$ cat src/rtl/shift_reg_stim_seq_pkg.sv
// Shared constants for the shift-register stimulus sequencer: MODO encodings,
// FSM states, test count and the LFSR tap mask / step helper.
// Latency: n/a (package). Backpressure: n/a.
package shift_reg_stim_seq_pkg;

  // DUT mode encodings
  localparam logic [1:0] MODO_LOAD  = 2'b00;
  localparam logic [1:0] MODO_LEFT  = 2'b01;
  localparam logic [1:0] MODO_RIGHT = 2'b10;
  localparam logic [1:0] MODO_HOLD  = 2'b11;

  typedef enum logic [1:0] {
    IDLE    = 2'd0,
    LOAD    = 2'd1,
    RUN     = 2'd2,
    DONE_ST = 2'd3
  } state_t;

  localparam logic [2:0] NUM_TESTS = 3'd5;

  // Fibonacci taps 8,6,5,4 expressed as bit positions 7,5,4,3
  localparam logic [7:0] LFSR_TAPS = 8'hB8;

  function automatic logic [7:0] lfsr_step(input logic [7:0] cur);
    return {cur[6:0], ^(cur & LFSR_TAPS)};
  endfunction

endpackage

$ cat src/rtl/shift_reg_golden.sv
// 4-bit reference shift register with serial-out: load / left / right / hold.
// Latency: Q and S_OUT update on the rising edge that samples the controls.
// Backpressure: none; i_enb=0 freezes state regardless of i_modo.
// Ports: i_clk, i_rst (async active-high), i_enb, i_modo[1:0], i_s_in, i_d[3:0],
//        o_q[3:0], o_s_out.
module shift_reg_golden
  import shift_reg_stim_seq_pkg::*;
(
  input  logic       i_clk,
  input  logic       i_rst,
  input  logic       i_enb,
  input  logic [1:0] i_modo,
  input  logic       i_s_in,
  input  logic [3:0] i_d,
  output logic [3:0] o_q,
  output logic       o_s_out
);

  logic [3:0] r_q;
  logic       r_s_out;

  always_ff @(posedge i_clk or posedge i_rst) begin
    if (i_rst) begin
      r_q     <= 4'd0;
      r_s_out <= 1'b0;
    end else if (i_enb) begin
      case (i_modo)
        MODO_LOAD: begin
          r_q     <= i_d;
          r_s_out <= 1'b0;
        end
        MODO_LEFT: begin
          r_s_out <= r_q[3];
          r_q     <= {r_q[2:0], i_s_in};
        end
        MODO_RIGHT: begin
          r_s_out <= r_q[0];
          r_q     <= {i_s_in, r_q[3:1]};
        end
        default: ;
      endcase
    end
  end

  assign o_q     = r_q;
  assign o_s_out = r_s_out;

endmodule

$ cat src/rtl/shift_reg_stim_seq.sv
// Stimulus sequencer: five fixed shift-register tests back to back, plus golden Q/S_OUT.
// Latency: all outputs registered; EXP_* reflect the stimulus consumed on the previous edge.
// Backpressure: none; START is only sampled in IDLE/DONE_ST, ignored mid-sequence.
// Ports: CLK, RESET (async active-high), START -> ENB, MODO[1:0], S_IN, D[3:0],
//        TEST_ID[2:0], EXP_Q[3:0], EXP_S_OUT, DONE.
// Build option: define LFSR_SIN_EN to drive S_IN from an 8-bit LFSR instead of CNT[0]^CNT[1].
module shift_reg_stim_seq
  import shift_reg_stim_seq_pkg::*;
#(
  parameter int         SHIFT_LEN = 8,
  parameter logic [3:0] SEED      = 4'b1011,
  parameter logic [7:0] LFSR_INIT = 8'hA5
) (
  input  logic       CLK,
  input  logic       RESET,
  input  logic       START,
  output logic       ENB,
  output logic [1:0] MODO,
  output logic       S_IN,
  output logic [3:0] D,
  output logic [2:0] TEST_ID,
  output logic [3:0] EXP_Q,
  output logic       EXP_S_OUT,
  output logic       DONE
);

  if (SHIFT_LEN < 2 || SHIFT_LEN > 255) begin : g_bad_len
    $error("shift_reg_stim_seq: SHIFT_LEN out of range 2..255");
  end
  if (LFSR_INIT == 8'h00) begin : g_bad_lfsr
    $error("shift_reg_stim_seq: LFSR_INIT must be nonzero");
  end

  localparam logic [7:0] LAST_CNT = 8'(SHIFT_LEN - 1);

  state_t     r_state, w_state_nxt;
  logic [7:0] r_cnt, w_cnt_nxt;
  logic [2:0] r_test_id, w_test_nxt;
  logic       r_enb, w_enb_nxt;
  logic [1:0] r_modo, w_modo_nxt;
  logic       r_s_in, w_s_in_nxt;
  logic [3:0] r_d, w_d_nxt;
  logic       r_done, w_done_nxt;
  logic       w_run_sin;

`ifdef LFSR_SIN_EN
  logic [7:0] r_lfsr, w_lfsr_nxt;

  // Reload on every LOAD so each test sees the same stream; step once per RUN cycle.
  always_comb begin
    w_lfsr_nxt = r_lfsr;
    if (w_state_nxt == LOAD) begin
      w_lfsr_nxt = LFSR_INIT;
    end else if (r_state == RUN) begin
      w_lfsr_nxt = lfsr_step(r_lfsr);
    end
  end

  always_ff @(posedge CLK or posedge RESET) begin
    if (RESET) r_lfsr <= LFSR_INIT;
    else       r_lfsr <= w_lfsr_nxt;
  end

  assign w_run_sin = w_lfsr_nxt[0];
`else
  assign w_run_sin = w_cnt_nxt[0] ^ w_cnt_nxt[1];
`endif

  always_ff @(posedge CLK or posedge RESET) begin
    if (RESET) begin
      r_state   <= IDLE;
      r_cnt     <= 8'd0;
      r_test_id <= 3'd0;
      r_enb     <= 1'b0;
      r_modo    <= MODO_HOLD;
      r_s_in    <= 1'b0;
      r_d       <= 4'd0;
      r_done    <= 1'b0;
    end else begin
      r_state   <= w_state_nxt;
      r_cnt     <= w_cnt_nxt;
      r_test_id <= w_test_nxt;
      r_enb     <= w_enb_nxt;
      r_modo    <= w_modo_nxt;
      r_s_in    <= w_s_in_nxt;
      r_d       <= w_d_nxt;
      r_done    <= w_done_nxt;
    end
  end

  always_comb begin
    w_state_nxt = r_state;
    w_cnt_nxt   = r_cnt;
    w_test_nxt  = r_test_id;
    case (r_state)
      IDLE, DONE_ST: begin
        if (START) begin
          w_state_nxt = LOAD;
          w_test_nxt  = 3'd1;
        end
      end
      LOAD: begin
        w_state_nxt = RUN;
        w_cnt_nxt   = 8'd0;
      end
      RUN: begin
        w_cnt_nxt = r_cnt + 8'd1;
        if (r_cnt == LAST_CNT) begin
          if (r_test_id < NUM_TESTS) begin
            w_state_nxt = LOAD;
            w_test_nxt  = r_test_id + 3'd1;
          end else begin
            w_state_nxt = DONE_ST;
            w_test_nxt  = 3'd0;
          end
        end
      end
      default: w_state_nxt = IDLE;
    endcase

    // Outputs are decoded from the next state so they are valid the cycle that state is entered.
    w_enb_nxt  = 1'b0;
    w_modo_nxt = MODO_HOLD;
    w_s_in_nxt = 1'b0;
    w_d_nxt    = 4'd0;
    w_done_nxt = 1'b0;
    case (w_state_nxt)
      LOAD: begin
        w_enb_nxt  = 1'b1;
        w_modo_nxt = MODO_LOAD;
        w_d_nxt    = SEED;
      end
      RUN: begin
        w_enb_nxt  = 1'b1;
        w_d_nxt    = SEED;
        w_s_in_nxt = w_run_sin;
        case (w_test_nxt)
          3'd1: w_modo_nxt = MODO_HOLD;
          3'd2: w_modo_nxt = MODO_LEFT;
          3'd3: w_modo_nxt = MODO_RIGHT;
          3'd4: w_modo_nxt = w_cnt_nxt[0] ? MODO_RIGHT : MODO_LEFT;
          default: begin
            w_modo_nxt = MODO_LEFT;
            w_enb_nxt  = ~w_cnt_nxt[0];
          end
        endcase
      end
      DONE_ST: w_done_nxt = 1'b1;
      default: ;
    endcase
  end

  // Golden register consumes the registered stimulus on the same edge a DUT would.
  shift_reg_golden u_golden (
    .i_clk   (CLK),
    .i_rst   (RESET),
    .i_enb   (r_enb),
    .i_modo  (r_modo),
    .i_s_in  (r_s_in),
    .i_d     (r_d),
    .o_q     (EXP_Q),
    .o_s_out (EXP_S_OUT)
  );

  assign ENB     = r_enb;
  assign MODO    = r_modo;
  assign S_IN    = r_s_in;
  assign D       = r_d;
  assign TEST_ID = r_test_id;
  assign DONE    = r_done;

endmodule

$ cat config.mk
export PLATFORM = sky130hd
export DESIGN_NAME = shift_reg_stim_seq
export DESIGN_NICKNAME = d
export VERILOG_FILES = /design/src/rtl/shift_reg_stim_seq_pkg.sv /design/src/rtl/shift_reg_golden.sv /design/src/rtl/shift_reg_stim_seq.sv
export SDC_FILE = /design/constraint.sdc
export NUM_CORES = 1
export LEC_CHECK = 0
export CAP_MARGIN = 20
export CELL_PAD_IN_SITES_DETAIL_PLACEMENT = 0
export CELL_PAD_IN_SITES_GLOBAL_PLACEMENT = 1
export CORE_AREA = 5 5 72 57
export CTS_CLUSTER_DIAMETER = 30
export DETAILED_ROUTE_END_ITERATION = 7
export DIE_AREA = 0 0 77 62
export GPL_TIMING_DRIVEN = 1
export HOLD_SLACK_MARGIN = 0.06
export PLACE_DENSITY_LB_ADDON = 0.1
export SLEW_MARGIN = 20
export SYNTH_ARGS = -nofsm -noshare
export SYNTH_HDL_FRONTEND = slang
export SYNTH_SLANG_ARGS = --single-unit
$ cat constraint.sdc
create_clock -name CLK -period 3.7 [get_ports CLK]
set_clock_uncertainty 0.05 [all_clocks]
set_input_delay 0.74 -clock CLK [delete_from_list [all_inputs] [get_ports CLK]]
set_output_delay 0.74 -clock CLK [all_outputs]
set_load 0.05 [all_outputs]
After elaboration in Yosys (flattened, before gate mapping)
Cells that the tools add are included.
Widths: inputs -> output; s select.

cells by class
  magnitude comparators = 1
  reductions and logical operators = 8
  bitwise logic cells = 2
  $add $sub $neg = 2
  equal/unequal tests = 13
  mux-type cells = 19

operators by type and width
  operator             count
  $pmux 8 s2           1
  $pmux 2 s3           2
  $pmux 4 s3           1
  $eq 2x2->1 const B   5
  $mux 3               3
  $add 8x1->8 const B  1
  $eq 8x3->1 const B   1
  $mux 2               4
  $eq 2x1->1 const B   3
  $eq 3x2->1 const B   2
  $pmux 3 s2           1
  $logic_not 2->1      2
  $mux 4               1
  $pmux 2 s2           1
  $reduce_or 2->1      2
  $reduce_or 4->1      1
  $add 3x1->3 const B  1
  $eq 3x1->1 const B   1
  $eq 3x3->1 const B   1
  $lt 3x3->1 const B   1
  $mux 1               3
  $pmux 1 s3           1
  $reduce_bool 3->1    1
  $pmux 1 s2           1
  4 further kinds      4

word-level totals
  flip-flop bits (word level) = 27
  input bits = 3
  output and inout port bits = 17
  word-level logic and storage cells = 56

Depth between registers and ports, before layout
  depth in word-level cells = 8
  gate-level depth with buffers = 11
  mapped depth without buffers = 10

Hierarchy
A second synthesis with hierarchy kept.

second synthesis, totals
  cells, all modules = 142
  area, all modules = 1410.1 sq um

by module, submodules not included
  module              sequential area each (sq um)  cells an instance  instances  area an instance (sq um)
  shift_reg_stim_seq  478.0                         109                1          1082.3
  shift_reg_golden    125.1                         33                 1          327.8

Least setup slack after synthesis
Ideal clock, no wire load.

  kind = register -> register
  start = register r_cnt[0]
  end = register r_enb (netlist: ENB)
  clock period less this slack = 2.167 ns
  path slack = 1.533 ns
  required time = 3.551 ns
  stages on the path, launching flop included = 11
  data arrival time = 2.018 ns
  path through = dfrtp_1 ha_1 and4bb_1 buf_4 nand2_1 mux2i_1 a21oi_1 o21ai_0 ha_1 nor2_1 a311oi_1

between the ends
  elaborated cells between the ends (all ways) = 17
  classes of those cells = add/sub (1); eq/ne (7); mux (7); bitwise (1); reduce/logical (1)

RTL lines
  item                                             line                       RTL
  from (decl)                                      shift_reg_stim_seq.sv:37   logic [7:0] r_cnt, w_cnt_nxt;
  from (signal assigned)                           shift_reg_stim_seq.sv:81   r_cnt <= w_cnt_nxt;
  $eq 8x3->1 *                                     shift_reg_stim_seq.sv:108  if (r_cnt == LAST_CNT) begin
  $mux 2 *                                         shift_reg_stim_seq.sv:108
  $pmux 2 s3 *                                     shift_reg_stim_seq.sv:95   case (r_state)
  net w_state_nxt[1]                               shift_reg_stim_seq.sv:36   state_t r_state, w_state_nxt;
  $eq 2x2->1 / $eq 2x1->1 (equally long branches)  shift_reg_stim_seq.sv:127  case (w_state_nxt)
  $pmux 1 s2 *                                     shift_reg_stim_seq.sv:127
  net w_enb_nxt                                    shift_reg_stim_seq.sv:39   logic r_enb, w_enb_nxt;
  to (signal assigned)                             shift_reg_stim_seq.sv:83   r_enb <= w_enb_nxt;
  to (decl)                                        shift_reg_stim_seq.sv:39

Mark *: on every way through the listed nets, which the timed path passes. The rest lies on a longest branch.
A chain may end at the register's enable or synchronous reset.

Worst setup path in the final report
  start = register r_state[0]
  end = register r_modo[0] (netlist: MODO[0])

between the ends
  cells in the longest elaborated chain, start to end = 6
  elaborated cells between the ends (all ways) = 18
  classes of those cells = eq/ne (8); mux (8); reduce/logical (2)

ends and longest elaborated chain
  item                                                  line                       RTL
  from (decl)                                           shift_reg_stim_seq.sv:36
  from (signal assigned)                                shift_reg_stim_seq.sv:80   r_state <= w_state_nxt;
  $eq 2x2->1 / $logic_not 2->1 (equally long branches)  shift_reg_stim_seq.sv:95
  $reduce_or 2->1                                       shift_reg_stim_seq.sv:95
  $pmux 3 s2 *                                          shift_reg_stim_seq.sv:95
  net w_test_nxt[1]                                     shift_reg_stim_seq.sv:38   logic [2:0] r_test_id, w_test_nxt;
  $eq 3x3->1, or another cell as far along              shift_reg_stim_seq.sv:137  case (w_test_nxt)
  $pmux 2 s3 *                                          shift_reg_stim_seq.sv:137
  $pmux 2 s2 *                                          shift_reg_stim_seq.sv:127
  net w_modo_nxt[0]                                     shift_reg_stim_seq.sv:40   logic [1:0] r_modo, w_modo_nxt;
  to (signal assigned)                                  shift_reg_stim_seq.sv:84   r_modo <= w_modo_nxt;
  to (decl)                                             shift_reg_stim_seq.sv:40

Marked as above.

==> impl_metrics.env <==
export IMPL_via_count=1135
export IMPL_arrival_ns=2.72
export IMPL_gr_total_overflow=0
export IMPL_r2r_start="r_state[0]"
export IMPL_holdWs_ns=0.471
export IMPL_dieArea_um2=4770
export IMPL_grt_pass1_vias=1099
export IMPL_drtIter0Drc=66
export IMPL_hold_path_depth=2
export IMPL_min_to="u_golden.o_s_out"
export IMPL_finalSetupViolations=0
export IMPL_ys_flop_type="dfrtp_1"
export IMPL_r2r_slack_ns=1.13
export IMPL_clk_latency_ns=0.26
export IMPL_ant_nets=0
export IMPL_rr_worst_depth=7
export IMPL_antenna_cells=0
export IMPL_core_area_um2=3270
export IMPL_rsz0062_at_grt="false"
export IMPL_n_fill_cell=309
export IMPL_cts_resized=0
export IMPL_slowest_delay_ns=0.59
export IMPL_status="finished clean"
export IMPL_cts_setup_buffers=0
export IMPL_htree_num_levels=1
export IMPL_drive_above_1_share=0.0545
export IMPL_powerDensity_nw_per_um2=860
export IMPL_grt_max_degree=25
export IMPL_grt_pass1_wl_um=5110
export IMPL_clk_path_buf_depth=2
export IMPL_critPathLaunchType="flip-flop"
export IMPL_syn_nets=164
export IMPL_numPortBuffers=18
export IMPL_worstSetupEndpointType="flip-flop"
export IMPL_drt_pass1_iterations=4
export IMPL_ys_warn_count=0
export IMPL_fin_tns_setup_ns=0
export IMPL_min_delay_start="u_golden.o_s_out"
export IMPL_place_congestion=0.799
export IMPL_clk_pin_slew_worst_paths_ns=0.08
export IMPL_layout_common_cells="dfrtp_1 (22), clkdlybuf4s50_1 (18), nand2_1 (17)"
export IMPL_hpwl_um=2370
export IMPL_max_cap_viol_count=0
export IMPL_drcViolationCount=0
export IMPL_worstMarginPinSlew_ns=0.893
export IMPL_slew_violations=0
export IMPL_p_total_w=0.00141
export IMPL_clock_sinks=24
export IMPL_ys_async_sr_fraction=1.00
export IMPL_wl_um=3040
export IMPL_synth_edf_count=0
export IMPL_antenna_found_initial=0
export IMPL_min_period_ns=2.57
export IMPL_cp_num_buf_inv=1
export IMPL_p_leak_nw=0.724
export IMPL_critPathMaxFanout=20
export IMPL_register_area_um2=603
export IMPL_cts_tree="built"
export IMPL_grt_usage=0.137
export IMPL_multi_input_area_um2=701
export IMPL_netlist_area_um2=1400
export IMPL_final_area_um2=1640
export IMPL_ir_drop_mv=0.370
export IMPL_ys_seq_area_frac=0.430
export IMPL_critPathTopFamily="simple AND/OR/NAND/NOR gates"
export IMPL_numCtsBuffers=3
export IMPL_start_util=0.430
export IMPL_wl_per_cell_um=14.8
export IMPL_vias_per_cell=5.54
export IMPL_synth_cell_types=37
export IMPL_critical_path_class="flip-flop to flip-flop"
export IMPL_cts_hold_buffers_added=0
export IMPL_ioPinCount=20
export IMPL_postSynthCellCount=151
export IMPL_slew_headroom=0.404
export IMPL_syn_avg_cell_area_um2=9.29
export IMPL_setup_ws_ns=1.13
export IMPL_r2r_end="MODO[0]"
export IMPL_placed_area_um2=1590
export IMPL_worstPathCellList="inv_1 -> ha_1 -> nor2b_1 -> o21ai_0 -> o211ai_1 -> or4_1 -> a31o_1"
export IMPL_num_nets_final=179
export IMPL_finalCritPeriodShare=0.695
export IMPL_pre_cts_ws_ns=1.11
export IMPL_syn_to_final_growth_pct=17.0
export IMPL_required_ns=3.85
export IMPL_hp_class="flip-flop to flip-flop"
export IMPL_cts_root_buf="clkbuf_8"
export IMPL_num_rows=18
export IMPL_mostFrequentLayoutCell="dfrtp_1"
export IMPL_ys_ff_latch=24
export IMPL_fmax_ghz=0.389
export IMPL_die_h_um=62
export IMPL_hold_violations=0
export IMPL_cp_slowest_cell="or4_1"
export IMPL_die_x_um=77
-- worst max-delay path by stage --
stage | start | to | cells past startpoint
final | r_state[0] | MODO[0] | 7
after global routing | r_cnt[0] | ENB | 9
after floorplan | r_cnt[0] | ENB | 10
after detailed placement | START | MODO[0] | 6
after CTS | r_state[0] | MODO[0] | 7
after global placement | START | MODO[0] | 6
-- sequential cells by signal (all words and copies together) (netlist names) --
name,flops
r_cnt,8
u_golden.o_q,4
TEST_ID,3
MODO,2
r_state,2
DONE,1
D,1
ENB,1
S_IN,1
u_golden.o_s_out,1
-- Yosys cell counts (2+ instances only) --
master	count	share of area
clkbuf_1	3	0.0080
nand2_1	17	0.045
nor2b_1	4	0.018
dfrtp_1	22	0.39
nor3_1	4	0.014
a21oi_1	7	0.025
dfstp_2	2	0.037
nor2_1	11	0.029
nand3_1	3	0.011
nand4_1	2	0.0089
mux2i_1	3	0.021
xnor2_1	2	0.012
a221oi_1	3	0.019
a22oi_1	3	0.016
buf_4	4	0.021
o31ai_1	2	0.011
o21ai_0	12	0.043
o21a_1	3	0.016
ha_1	10	0.089
inv_1	14	0.037
o211ai_1	2	0.011
a21o_1	3	0.016
-- per-stage QoR --
step	instances	utilization
after floorplan	151	-
after global placement	201	0.486
after detailed placement	201	0.486
after CTS	205	0.503
after global routing	205	0.503
final	205	0.503
-- cells by family (layout without fill, tap and decap cells) --
family | count (synthesis) | in the layout | synth area share
AOI/OAI and AO/OA | 40 | 40 | 0.195
muxes | 3 | 3 | 0.0214
other | 1 | 1 | 0.00267
buffers and inverters | 22 | 36 | 0.0705
adders and majority gates | 10 | 10 | 0.0892
DFF | 24 | 24 | 0.430
xor gates and xnor gates | 3 | 3 | 0.0187
and+or+nand+nor | 48 | 48 | 0.172
-- report_power, final --
group          switching, W  internal [W]
registers         0.0000673      0.000343
logic              0.000550      0.000277
clock network     0.0000786     0.0000949
total              0.000696      0.000715
-- layer usage --
layer,track usage,vias up,wire length (µm)
li1,-,550,-
met1,0.177,556,1460
met2,0.225,27,1390
met3,0.0461,2,161
met4,0.0392,0,17
met5,0,-,0
-- worst reg2reg max path, cell delays in order, from the launching register on --
cell and delay, ns:
dfrtp_1 0.39, inv_1 0.05, ha_1 0.53, nor2b_1 0.28, o21ai_0 0.19, o211ai_1 0.20, or4_1 0.59, a31o_1 0.23
-- layout make-up --
class / instances / share of cell area
multi-input cells: 105 / 0.427
well taps: 40 / 0.0305
inverters: 14 / 0.0320
repair buffers: 18 / 0.110
flip-flops and latches: 24 / 0.367
clock buffers: 4 / 0.0335
(Power assumes the default switching activity.)
